### src/rtl/icache_ctrl_pkg.sv
// Shared widths, FSM encodings and helpers for the instruction cache controller.
package icache_ctrl_pkg;

    localparam int AddrWidth        = 32;
    localparam int InstrWidth       = 32;
    localparam int ICacheIndexWidth = 6;
    localparam int ICacheTagWidth   = AddrWidth - ICacheIndexWidth - 2;

    localparam logic [1:0] ICIdle = 2'd0;
    localparam logic [1:0] ICMiss = 2'd1;
    localparam logic [1:0] ICResp = 2'd2;

    // Every refill is one full 4-byte word, so the last byte offset never changes.
    localparam logic [1:0]  ICOffset = 2'b11;
    localparam logic [31:0] CntMax   = 32'hFFFF_FFFF;

    function automatic logic [31:0] sat_inc(input logic [31:0] v);
        return (v == CntMax) ? v : v + 32'd1;
    endfunction

endpackage

### src/rtl/icache_ctrl_if.sv
// Fetch-side and allocator-side handshake bundle of the instruction cache.
interface icache_ctrl_if;
    import icache_ctrl_pkg::*;

    logic                  if_req_in;
    logic [AddrWidth-1:0]  if_addr_in;
    logic                  ic_valid_out;
    logic [InstrWidth-1:0] ic_instr_out;
    logic                  ic_to_alloc_en_out;
    logic [AddrWidth-1:0]  ic_a_out;
    logic [1:0]            ic_offset_out;
    logic                  alloc_to_ic_gr_in;
    logic                  alloc_to_ic_en_in;
    logic [InstrWidth-1:0] alloc_d_in;

    modport slave (
        input  if_req_in, if_addr_in, alloc_to_ic_gr_in, alloc_to_ic_en_in, alloc_d_in,
        output ic_valid_out, ic_instr_out, ic_to_alloc_en_out, ic_a_out, ic_offset_out
    );

    modport master (
        output if_req_in, if_addr_in, alloc_to_ic_gr_in, alloc_to_ic_en_in, alloc_d_in,
        input  ic_valid_out, ic_instr_out, ic_to_alloc_en_out, ic_a_out, ic_offset_out
    );

endinterface

### src/rtl/icache_ctrl_array.sv
// Direct-mapped valid/tag/data storage: combinational read, synchronous single write.
module icache_ctrl_array
    import icache_ctrl_pkg::*;
#(
    parameter int INDEX_W = ICacheIndexWidth,
    parameter int TAG_W   = ICacheTagWidth
) (
    input  logic                  clk_in,
    input  logic                  rst_n_in,
    input  logic [INDEX_W-1:0]    rd_idx,
    output logic                  rd_valid,
    output logic [TAG_W-1:0]      rd_tag,
    output logic [InstrWidth-1:0] rd_data,
    input  logic                  wr_en,
    input  logic [INDEX_W-1:0]    wr_idx,
    input  logic [TAG_W-1:0]      wr_tag,
    input  logic [InstrWidth-1:0] wr_data
);

    localparam int LINES = 2 ** INDEX_W;

    logic [LINES-1:0]      valid;
    logic [TAG_W-1:0]      tag_mem  [LINES];
    logic [InstrWidth-1:0] data_mem [LINES];

    assign rd_valid = valid[rd_idx];
    assign rd_tag   = tag_mem[rd_idx];
    assign rd_data  = data_mem[rd_idx];

    always_ff @(posedge clk_in) begin
        if (!rst_n_in) begin
            valid <= '0;
        end else if (wr_en) begin
            valid[wr_idx] <= 1'b1;
        end
    end

    // Tag and data contents are meaningless until the valid bit is set, so no reset.
    always_ff @(posedge clk_in) begin
        if (wr_en) begin
            tag_mem[wr_idx]  <= wr_tag;
            data_mem[wr_idx] <= wr_data;
        end
    end

endmodule

### src/rtl/icache_ctrl.sv
// Instruction cache controller: lookup FSM, allocator refill handshake, hit/miss counters.
module icache_ctrl
    import icache_ctrl_pkg::*;
#(
    parameter int INDEX_W = ICacheIndexWidth,
    parameter int TAG_W   = AddrWidth - INDEX_W - 2
) (
    input  logic          clk_in,
    input  logic          rst_n_in,
    input  logic          rdy_in,
    input  logic          clear_branch_in,
    icache_ctrl_if.slave  bus,
    output logic [31:0]   hit_cnt_out,
    output logic [31:0]   miss_cnt_out
);

    logic [1:0]            state;
    logic                  rd_valid;
    logic [TAG_W-1:0]      rd_tag;
    logic [InstrWidth-1:0] rd_data;
    logic                  lookup_hit;
    logic                  fill;
    logic                  unused_bits;

    assign lookup_hit = rd_valid && (rd_tag == bus.if_addr_in[AddrWidth-1:INDEX_W+2]);

    // The latched miss address in ic_a_out doubles as the fill index/tag.
    assign fill = rst_n_in && rdy_in && !clear_branch_in &&
                  (state == ICMiss) && bus.alloc_to_ic_en_in;

    assign bus.ic_offset_out = ICOffset;
    assign unused_bits       = ^{bus.alloc_to_ic_gr_in, bus.if_addr_in[1:0]};

    icache_ctrl_array #(
        .INDEX_W (INDEX_W),
        .TAG_W   (TAG_W)
    ) u_array (
        .clk_in   (clk_in),
        .rst_n_in (rst_n_in),
        .rd_idx   (bus.if_addr_in[INDEX_W+1:2]),
        .rd_valid (rd_valid),
        .rd_tag   (rd_tag),
        .rd_data  (rd_data),
        .wr_en    (fill),
        .wr_idx   (bus.ic_a_out[INDEX_W+1:2]),
        .wr_tag   (bus.ic_a_out[AddrWidth-1:INDEX_W+2]),
        .wr_data  (bus.alloc_d_in)
    );

    always_ff @(posedge clk_in) begin
        if (!rst_n_in) begin
            state                  <= ICIdle;
            bus.ic_valid_out       <= 1'b0;
            bus.ic_instr_out       <= '0;
            bus.ic_to_alloc_en_out <= 1'b0;
            bus.ic_a_out           <= '0;
            hit_cnt_out            <= '0;
            miss_cnt_out           <= '0;
        end else if (rdy_in) begin
            bus.ic_valid_out <= 1'b0;
            if (clear_branch_in) begin
                bus.ic_to_alloc_en_out <= 1'b0;
                state                  <= ICIdle;
            end else begin
                case (state)
                    ICIdle: begin
                        if (bus.if_req_in) begin
                            if (lookup_hit) begin
                                bus.ic_instr_out <= rd_data;
                                bus.ic_valid_out <= 1'b1;
                                hit_cnt_out      <= sat_inc(hit_cnt_out);
                                state            <= ICResp;
                            end else begin
                                bus.ic_a_out           <= bus.if_addr_in;
                                bus.ic_to_alloc_en_out <= 1'b1;
                                miss_cnt_out           <= sat_inc(miss_cnt_out);
                                state                  <= ICMiss;
                            end
                        end
                    end
                    ICMiss: begin
                        if (bus.alloc_to_ic_en_in) begin
                            bus.ic_instr_out       <= bus.alloc_d_in;
                            bus.ic_valid_out       <= 1'b1;
                            bus.ic_to_alloc_en_out <= 1'b0;
                            state                  <= ICResp;
                        end
                    end
                    // One dead cycle so a request still held high is not looked up twice.
                    ICResp:  state <= ICIdle;
                    default: state <= ICIdle;
                endcase
            end
        end
    end

endmodule
### src/flat_wrapper.sv
// flat-port wrapper written by rule: the top's interface ports become plain ports
module icache_ctrl_flat import icache_ctrl_pkg::*;
#(
    parameter int INDEX_W = ICacheIndexWidth,
    parameter int TAG_W   = AddrWidth - INDEX_W - 2
)
  (clk_in, rst_n_in, rdy_in, clear_branch_in, hit_cnt_out, miss_cnt_out, bus_if_req_in, bus_if_addr_in, bus_alloc_to_ic_gr_in, bus_alloc_to_ic_en_in, bus_alloc_d_in, bus_ic_valid_out, bus_ic_instr_out, bus_ic_to_alloc_en_out, bus_ic_a_out, bus_ic_offset_out);
  icache_ctrl_if bus_i ();
  input  logic clk_in;
  input  logic rst_n_in;
  input  logic rdy_in;
  input  logic clear_branch_in;
  output logic [31:0] hit_cnt_out;
  output logic [31:0] miss_cnt_out;
  input wire logic [$bits(bus_i.if_req_in)-1:0] bus_if_req_in;
  input wire logic [$bits(bus_i.if_addr_in)-1:0] bus_if_addr_in;
  input wire logic [$bits(bus_i.alloc_to_ic_gr_in)-1:0] bus_alloc_to_ic_gr_in;
  input wire logic [$bits(bus_i.alloc_to_ic_en_in)-1:0] bus_alloc_to_ic_en_in;
  input wire logic [$bits(bus_i.alloc_d_in)-1:0] bus_alloc_d_in;
  output wire logic [$bits(bus_i.ic_valid_out)-1:0] bus_ic_valid_out;
  output wire logic [$bits(bus_i.ic_instr_out)-1:0] bus_ic_instr_out;
  output wire logic [$bits(bus_i.ic_to_alloc_en_out)-1:0] bus_ic_to_alloc_en_out;
  output wire logic [$bits(bus_i.ic_a_out)-1:0] bus_ic_a_out;
  output wire logic [$bits(bus_i.ic_offset_out)-1:0] bus_ic_offset_out;
  assign bus_i.if_req_in = bus_if_req_in;
  assign bus_i.if_addr_in = bus_if_addr_in;
  assign bus_i.alloc_to_ic_gr_in = bus_alloc_to_ic_gr_in;
  assign bus_i.alloc_to_ic_en_in = bus_alloc_to_ic_en_in;
  assign bus_i.alloc_d_in = bus_alloc_d_in;
  assign bus_ic_valid_out = bus_i.ic_valid_out;
  assign bus_ic_instr_out = bus_i.ic_instr_out;
  assign bus_ic_to_alloc_en_out = bus_i.ic_to_alloc_en_out;
  assign bus_ic_a_out = bus_i.ic_a_out;
  assign bus_ic_offset_out = bus_i.ic_offset_out;
  icache_ctrl #(.INDEX_W(INDEX_W), .TAG_W(TAG_W)) u_core (.clk_in(clk_in), .rst_n_in(rst_n_in), .rdy_in(rdy_in), .clear_branch_in(clear_branch_in), .bus(bus_i), .hit_cnt_out(hit_cnt_out), .miss_cnt_out(miss_cnt_out));
endmodule
### config.mk
export PLATFORM = sky130hd
export DESIGN_NAME = icache_ctrl_flat
export DESIGN_NICKNAME = d
export VERILOG_FILES = /design/src/rtl/icache_ctrl_pkg.sv /design/src/rtl/icache_ctrl_if.sv /design/src/rtl/icache_ctrl_array.sv /design/src/rtl/icache_ctrl.sv /design/src/flat_wrapper.sv
export SDC_FILE = /design/constraint.sdc
export NUM_CORES = 2
export LEC_CHECK = 0
export CORE_MARGIN = 2
export CORE_UTILIZATION = 55
export DETAILED_ROUTE_END_ITERATION = 10
export GPL_TIMING_DRIVEN = 0
export PLACE_DENSITY_LB_ADDON = 0.05
export SYNTH_ARGS = -nofsm -noshare
export SYNTH_HDL_FRONTEND = slang
export SYNTH_SLANG_ARGS = --single-unit
### constraint.sdc
create_clock -name clk_in -period 8.2 [get_ports clk_in]
set_input_delay 0.82 -clock clk_in [delete_from_list [all_inputs] [get_ports clk_in]]
set_output_delay 0.82 -clock clk_in [all_outputs]
set_load 0.02 [all_outputs]
# Word level (Yosys, flattened, before mapping)
# Memories as Yosys holds them, arrays and structs flattened.
# Cells that the tools add are included.
# Widths: inputs -> output; s select.
dict set report word_totals {
  ram_bits 3584
  mem_count 2
  inputBits 71
  word_cells 71
  output_inout_bits 132
  regBits 196
}
dict set report op_classes {
  n_addsub 2
  bitwise_logic 5
  mux 25
  reduce_logical 16
  n_lt_le_gt_ge 3
  eq_ne 10
}
# memory words word_bits read_ports rd_clocked_by_memory_dff write_ports line
set memory_table {}
lappend memory_table {u_core.u_array.data_mem 64 32 1 0 1 icache_ctrl_array.sv:24} ;# logic [InstrWidth-1:0] data_mem [LINES];
lappend memory_table {u_core.u_array.tag_mem 64 24 1 0 1 icache_ctrl_array.sv:23} ;# logic [TAG_W-1:0] tag_mem [LINES];
# operator n
set op_table {}
lappend op_table {{$mux 32} 3}
lappend op_table {{$add 32x1->32 const B} 2}
lappend op_table {{$eq 32x32->1 const B} 2}
lappend op_table {{$or 64x64->64} 1}
lappend op_table {{$pmux 32 s2} 1}
lappend op_table {{$eq 24x24->1} 1}
lappend op_table {{$reduce_and 6->1} 3}
lappend op_table {{$lt 6x7->1 const B} 2}
lappend op_table {{$mux 1} 12}
lappend op_table {{$reduce_and 5->1} 2}
lappend op_table {{$ne 3x3->1 const B} 3}
lappend op_table {{$mux 2} 4}
lappend op_table {{$bmux 1 s6} 1}
lappend op_table {{$demux 1 s6} 1}
lappend op_table {{$ge 6x1->1 const B} 1}
lappend op_table {{$logic_and 1x1->1} 6}
lappend op_table {{$ne 2x2->1 const B} 2}
lappend op_table {{$not 1->1} 4}
lappend op_table {{$pmux 1 s2} 2}
lappend op_table {{$pmux 2 s2} 1}
lappend op_table {{$reduce_and 3->1} 1}
lappend op_table {{$reduce_bool 3->1} 1}
lappend op_table {{$eq 2x1->1 const B} 1}
lappend op_table {{$logic_not 2->1} 1}
lappend op_table {{3 further kinds} 3}

# Longest topological paths before layout
dict set report logic_depth {
  depth_word 7
  ltp_mapped 19
  mapped_depth_nobuf 11
}

# Cells and area by module
# From an unflattened synthesis, not the netlist that was laid out.
dict set report unflattened {
  cells_unflattened 7002
  hier_area_um2 145143.0
}
# module seq_area_each_um2 n_inst cells_each area_each_um2
set by_module_without_submodules {}
lappend by_module_without_submodules {icache_ctrl_array 108904.4 1 6229 138509.1}
lappend by_module_without_submodules {icache_ctrl 2642.5 1 773 6633.9}

# Least setup slack after synthesis
# OpenSTA, ideal clock, no wires.
dict set report synth_timing {
  kind {input -> register}
  startpoint {input bus_alloc_to_ic_en_in}
  endpoint {memory u_core.u_array.data_mem[48][0], enable pin}
  setup_time_ns 0.472
  path_buffers 0
  slack_ns 3.647
  required_ns 7.728
  t_arrival_ns 4.081
  stages 4
  cell_sequence {nand3_1 -> nor4b_1 -> nand3_1 -> nor2_1}
}
dict set report synth_via {
  elab_chain_cells 3
}
# item line
set synth_lines {}
lappend synth_lines {{start, declared} flat_wrapper.sv:18} ;# input wire logic [$bits(bus_i.alloc_to_ic_en_in)-1:0] bus_alloc_to_ic_en_in;
lappend synth_lines {{$logic_and 1x1->1} icache_ctrl.sv:29} ;# (state == ICMiss) && bus.alloc_to_ic_en_in;
lappend synth_lines {{$mux 1} icache_ctrl_array.sv:40} ;# if (wr_en) begin
lappend synth_lines {{$mux 1 (not written as such)} icache_ctrl_array.sv:42} ;# data_mem[wr_idx] <= wr_data;
lappend synth_lines {{end, declared} icache_ctrl_array.sv:24}
# No other way between the ends.

# Worst setup path in the final report
dict set report layout_timing {
  startpoint {input bus_if_addr_in[6]}
  endpoint {register u_core.bus.ic_instr_out[27]}
}
dict set report layout_via {
  elab_chain_cells 5
  word_cells_on_any_way 11
  classes_between {eq/ne: 2; mux: 5; reduce/logical: 2; memory: 2}
}
# item line
set layout_lines {}
lappend layout_lines {{start, declared} flat_wrapper.sv:16} ;# input wire logic [$bits(bus_i.if_addr_in)-1:0] bus_if_addr_in;
lappend layout_lines {{$mem_v2 64x24 / $bmux 1 s6 (equally long branches)} n/a}
lappend layout_lines {{$eq 24x24->1 / $mux 1 (equally long branches)} {icache_ctrl.sv:25, icache_ctrl_array.sv:26}}
lappend layout_lines {{$logic_and 1x1->1} icache_ctrl.sv:25} ;# assign lookup_hit = rd_valid && (rd_tag == bus.if_addr_in[AddrWidth-1:INDEX_W+2]);
lappend layout_lines {{$ne 2x1->1 (no line)} n/a}
lappend layout_lines {{$reduce_and 6->1 (no line)} n/a}
lappend layout_lines {{end signal, assigned} icache_ctrl.sv:69} ;# bus.ic_instr_out <= rd_data;
lappend layout_lines {{end signal, assigned} icache_ctrl.sv:83} ;# bus.ic_instr_out <= bus.alloc_d_in;
lappend layout_lines {{end, declared} icache_ctrl_if.sv:18} ;# output ic_valid_out, ic_instr_out, ic_to_alloc_en_out, ic_a_out, ic_offset_out
# Parallel ways exist; a longest one is shown, timed or not. The select of a mux whose other input is x is not followed.
# A chain may end at the register's enable or synchronous reset.

==> reports/results.ini <==
[clock_network]
htreeDepth=5
cts_tree=built
cts_resized=0
cts_hold_buf=0
clkSlewWorstSetupHoldPaths_ns=0.06
cts.sinks=3780
cts_root_buf=clkbuf_16
clock_path_buffers=4
cts_setup_buffers=0
numCtsBuffers=383
clk_latency_ns=0.92

[timing]
clock-skew-final_ns=0.03881
max-slew-margin-rel_pct=-6.509
fmax_mhz=116.2
worstMarginPinSlew_ns=1.598
drv_slew=44
timing.hold.ws_ns=0.1623
setup_viol=28
rsz0062_at_grt=false
setup_ws_ns=-0.4056
hold_violations=0
period_share_pct=104.9
post-route-min-period_ns=8.606
finalSetupTns_ns=-6.676

[route]
wl_per_cell_um=43.06
drt-pass1-iter-count=8
vias_per_cell=6.988
drc=0
drtAntennaViolNets=0
routed_wl_mm=493.0
drtIter0Drc=13543
vias=80009

[floorplan]
core-area_um2=263000
num_io_pins=203
die_y_um=518.7
dieArea_um2=269100
die_width_um=518.7
start_util_pct=55.41
placementRows=188

[logic_synthesis]
synthSimpleGateAreaFrac_pct=2.926
synth_area_per_cell_um2=21.61
synth-adder-area-share_pct=0.01717
synth-seq-cells=3780
synth.area.mux_share_pct=17.39
synth.distinct_cells=72
synth_flop_cell=edfxtp_1
ys_warn_count=0
synth_edf_count=3584
synth_xor_area_share_pct=0.1443
synth_compound_area_share_pct=1.694
synth_top_family_by_area=multiplexers
synth_cells=6744
synthArstFlopShare_pct=0
mappedNetlistArea_um2=145700
ys_seq_area_share_pct=76.55

[global_routing]
grt_max_degree=67
grt_pass1_wl_mm=658.8
track_usage_pct=36.52
globalRouteMet1Util_pct=47.50
grt_pass1_vias=77813
top_usage_layer=met2
overflow=0
grt_use_met2_pct=58.23
antenna_found_initial=27
grtUsageMet3_pct=7.792

[setup_path]
end_kind=register
cp_slowest_cell=buf_1
cp_data_arrival_time_ns=9.33
crit_buf_inv=6
cp-start-kind=input port
slowest_delay_ns=1.06
cp_top_family=buffers and inverters
crit_start=bus_if_addr_in[6]
r2r_start=u_core.u_array.tag_mem[58][15]$_DFFE_PP_
worst-path-max-fanout=10
crit_required_ns=8.92
criticalPathCategory=in -> reg
path_cells=clkdlybuf4s50_1 -> clkbuf_1 -> clkbuf_1 -> buf_1 -> clkbuf_2 -> o21ai_0 -> o41ai_1 -> xor2_1 -> and4_1 -> and4_1 -> nand4_1 -> nand2_1 -> buf_1 -> a311oi_1

[final_layout]
nets=7688
stdcell_area_um2=170700
syn2layout_area_growth_pct=17.18
post_route_cells_drive_above_1_share_pct=27.13

[placement]
placed_cell_area_um2=158500
dpl.hpwl_mm=338.4
port_buffers=195
globalplace.congestion=0.9295

[flow_run]
drv_cap=4

[run_status]
violations=capacitance limit, slew limit, setup timing
outcome=complete, but fails checks

[power_and_ir_drop]
p_total_uw=40300
power_density_nw_per_um2=236.0
power.leakage_uw=0.05235
ir_worst_vdd_mv=0.2033

[worst_hold_path]
holdCritPathClass=in -> reg
hold_path_startpoint=bus_alloc_d_in[8]

## power breakdown
group	switching [µW]	internal, µW
clock network	7360	9850
logic	1290	704
registers	38.9	21100
total	8690	31600
## flip-flops by register name, indices dropped and copies added, names as in the netlist
| name | flops |
|---|---|
| u_core.u_array.data_mem | 2048 |
| u_core.bus.ic_a_out | 32 |
| u_core.u_array.valid | 64 |
| u_core.bus.ic_valid_out | 1 |
| u_core.state | 2 |
| u_core.bus.ic_instr_out | 32 |
| u_core.bus.ic_to_alloc_en_out | 1 |
| u_core.miss_cnt_out | 32 |
| u_core.hit_cnt_out | 32 |
| u_core.u_array.tag_mem | 1536 |
## routing by layer
metal  vias up  part of all wire (%)
met5         -                 0.015
met4        10                   6.7
met3      1360                    11
met2      5824                    48
li1      30107                     -
met1     42708                    35
## kinds of logic (layout without fill, tap and decap cells)
group / count (synthesis) / after routing
compound gates: 351 / 351
flops: 3780 / 3780
xor+xnor: 24 / 24
simple gates: 893 / 893
mux: 1295 / 1295
other cells: 1 / 9
fa+ha+maj: 2 / 2
buf+inv: 398 / 1581
## area by class of cell
cell class,instances,area (µm²)
timing repair buffer,485,7848
sequential,3780,111600
clock buffer,497,10350
fill,17602,92230
buffer,376,1797
inverter,22,82.58
antenna,7,17.52
multi-input combinational,2567,32830
clock inverter,201,1847
tap,3515,4398
## per-stage QoR
step | util (%) | cells | setup WS, ns
2_1_floorplan | - | 6745 | 3.647
4_1_cts | 64.91 | 11442 | 0.3285
3_5_place_dp | 60.27 | 10744 | -0.6173
5_1_grt | 64.92 | 11445 | 0.08915
6_report | 64.93 | 11450 | -0.4056
3_3_place_gp | 57.82 | 10455 | -5.451
## synthesized netlist by cell type, drive strengths merged (18+ instances only)
cell type | count | area, µm²
nand3 | 85 | 430.4
mux4 | 988 | 22250
inv | 22 | 82.57
a311oi | 32 | 280.3
edfxtp | 3584 | 107600
a21oi | 67 | 335.3
o22ai | 29 | 181.4
nor3 | 56 | 280.3
nand2 | 231 | 867.1
clkbuf | 161 | 605.6
nand4 | 43 | 269.0
a22oi | 81 | 608.1
nor2b | 22 | 137.6
mux2i | 290 | 2903
nor2 | 268 | 1006
nand2b | 48 | 300.3
dfxtp | 196 | 3924
and3 | 50 | 312.8
o31ai | 18 | 135.1
o21ai | 30 | 153.9
buf | 215 | 1161
## cell usage in the layout (no fill, tap or decap), types with 18 or more instances in the layout
master,synthesis,layout
and3_1,50,50
dfxtp_2,0,24
a311oi_1,32,32
mux4_2,988,988
buf_4,28,28
clkdlybuf4s50_1,0,163
nand4_1,43,43
nand2b_1,48,48
a22oi_1,81,81
nor2b_1,22,21
buf_1,63,57
buf_2,109,149
buf_12,0,243
dfxtp_1,196,172
clkbuf_2,1,19
buf_16,0,41
clkinv_1,0,76
o22ai_1,29,29
nor2_4,0,64
clkbuf_16,0,391
nor3_1,56,56
clkinv_2,0,68
edfxtp_1,3584,3584
bufinv_16,0,30
nand2_1,231,231
inv_1,18,18
clkbuf_1,160,231
o31ai_1,18,18
nand3_1,84,84
a21oi_1,67,67
o21ai_0,29,29
nor2_1,268,202
mux2i_1,290,290
## final timing paths
| kind | end | slack, ns | depth (start not counted) |
|---|---|---|---|
| setup / recovery | u_core.bus.ic_instr_out[27]$_SDFFE_PN0P_ | -0.41 | 14 |
| hold / removal | u_core.u_array.data_mem[5][8]$_DFFE_PP_ | 0.16 | 1 |
| setup reg to reg | u_core.bus.ic_instr_out[27]$_SDFFE_PN0P_ | 2.25 | 12 |
| hold reg to reg | u_core.u_array.valid[18]$_SDFFE_PN0P_ | 0.47 | 2 |
No activity file was read; power rests on OpenSTA's default activity.
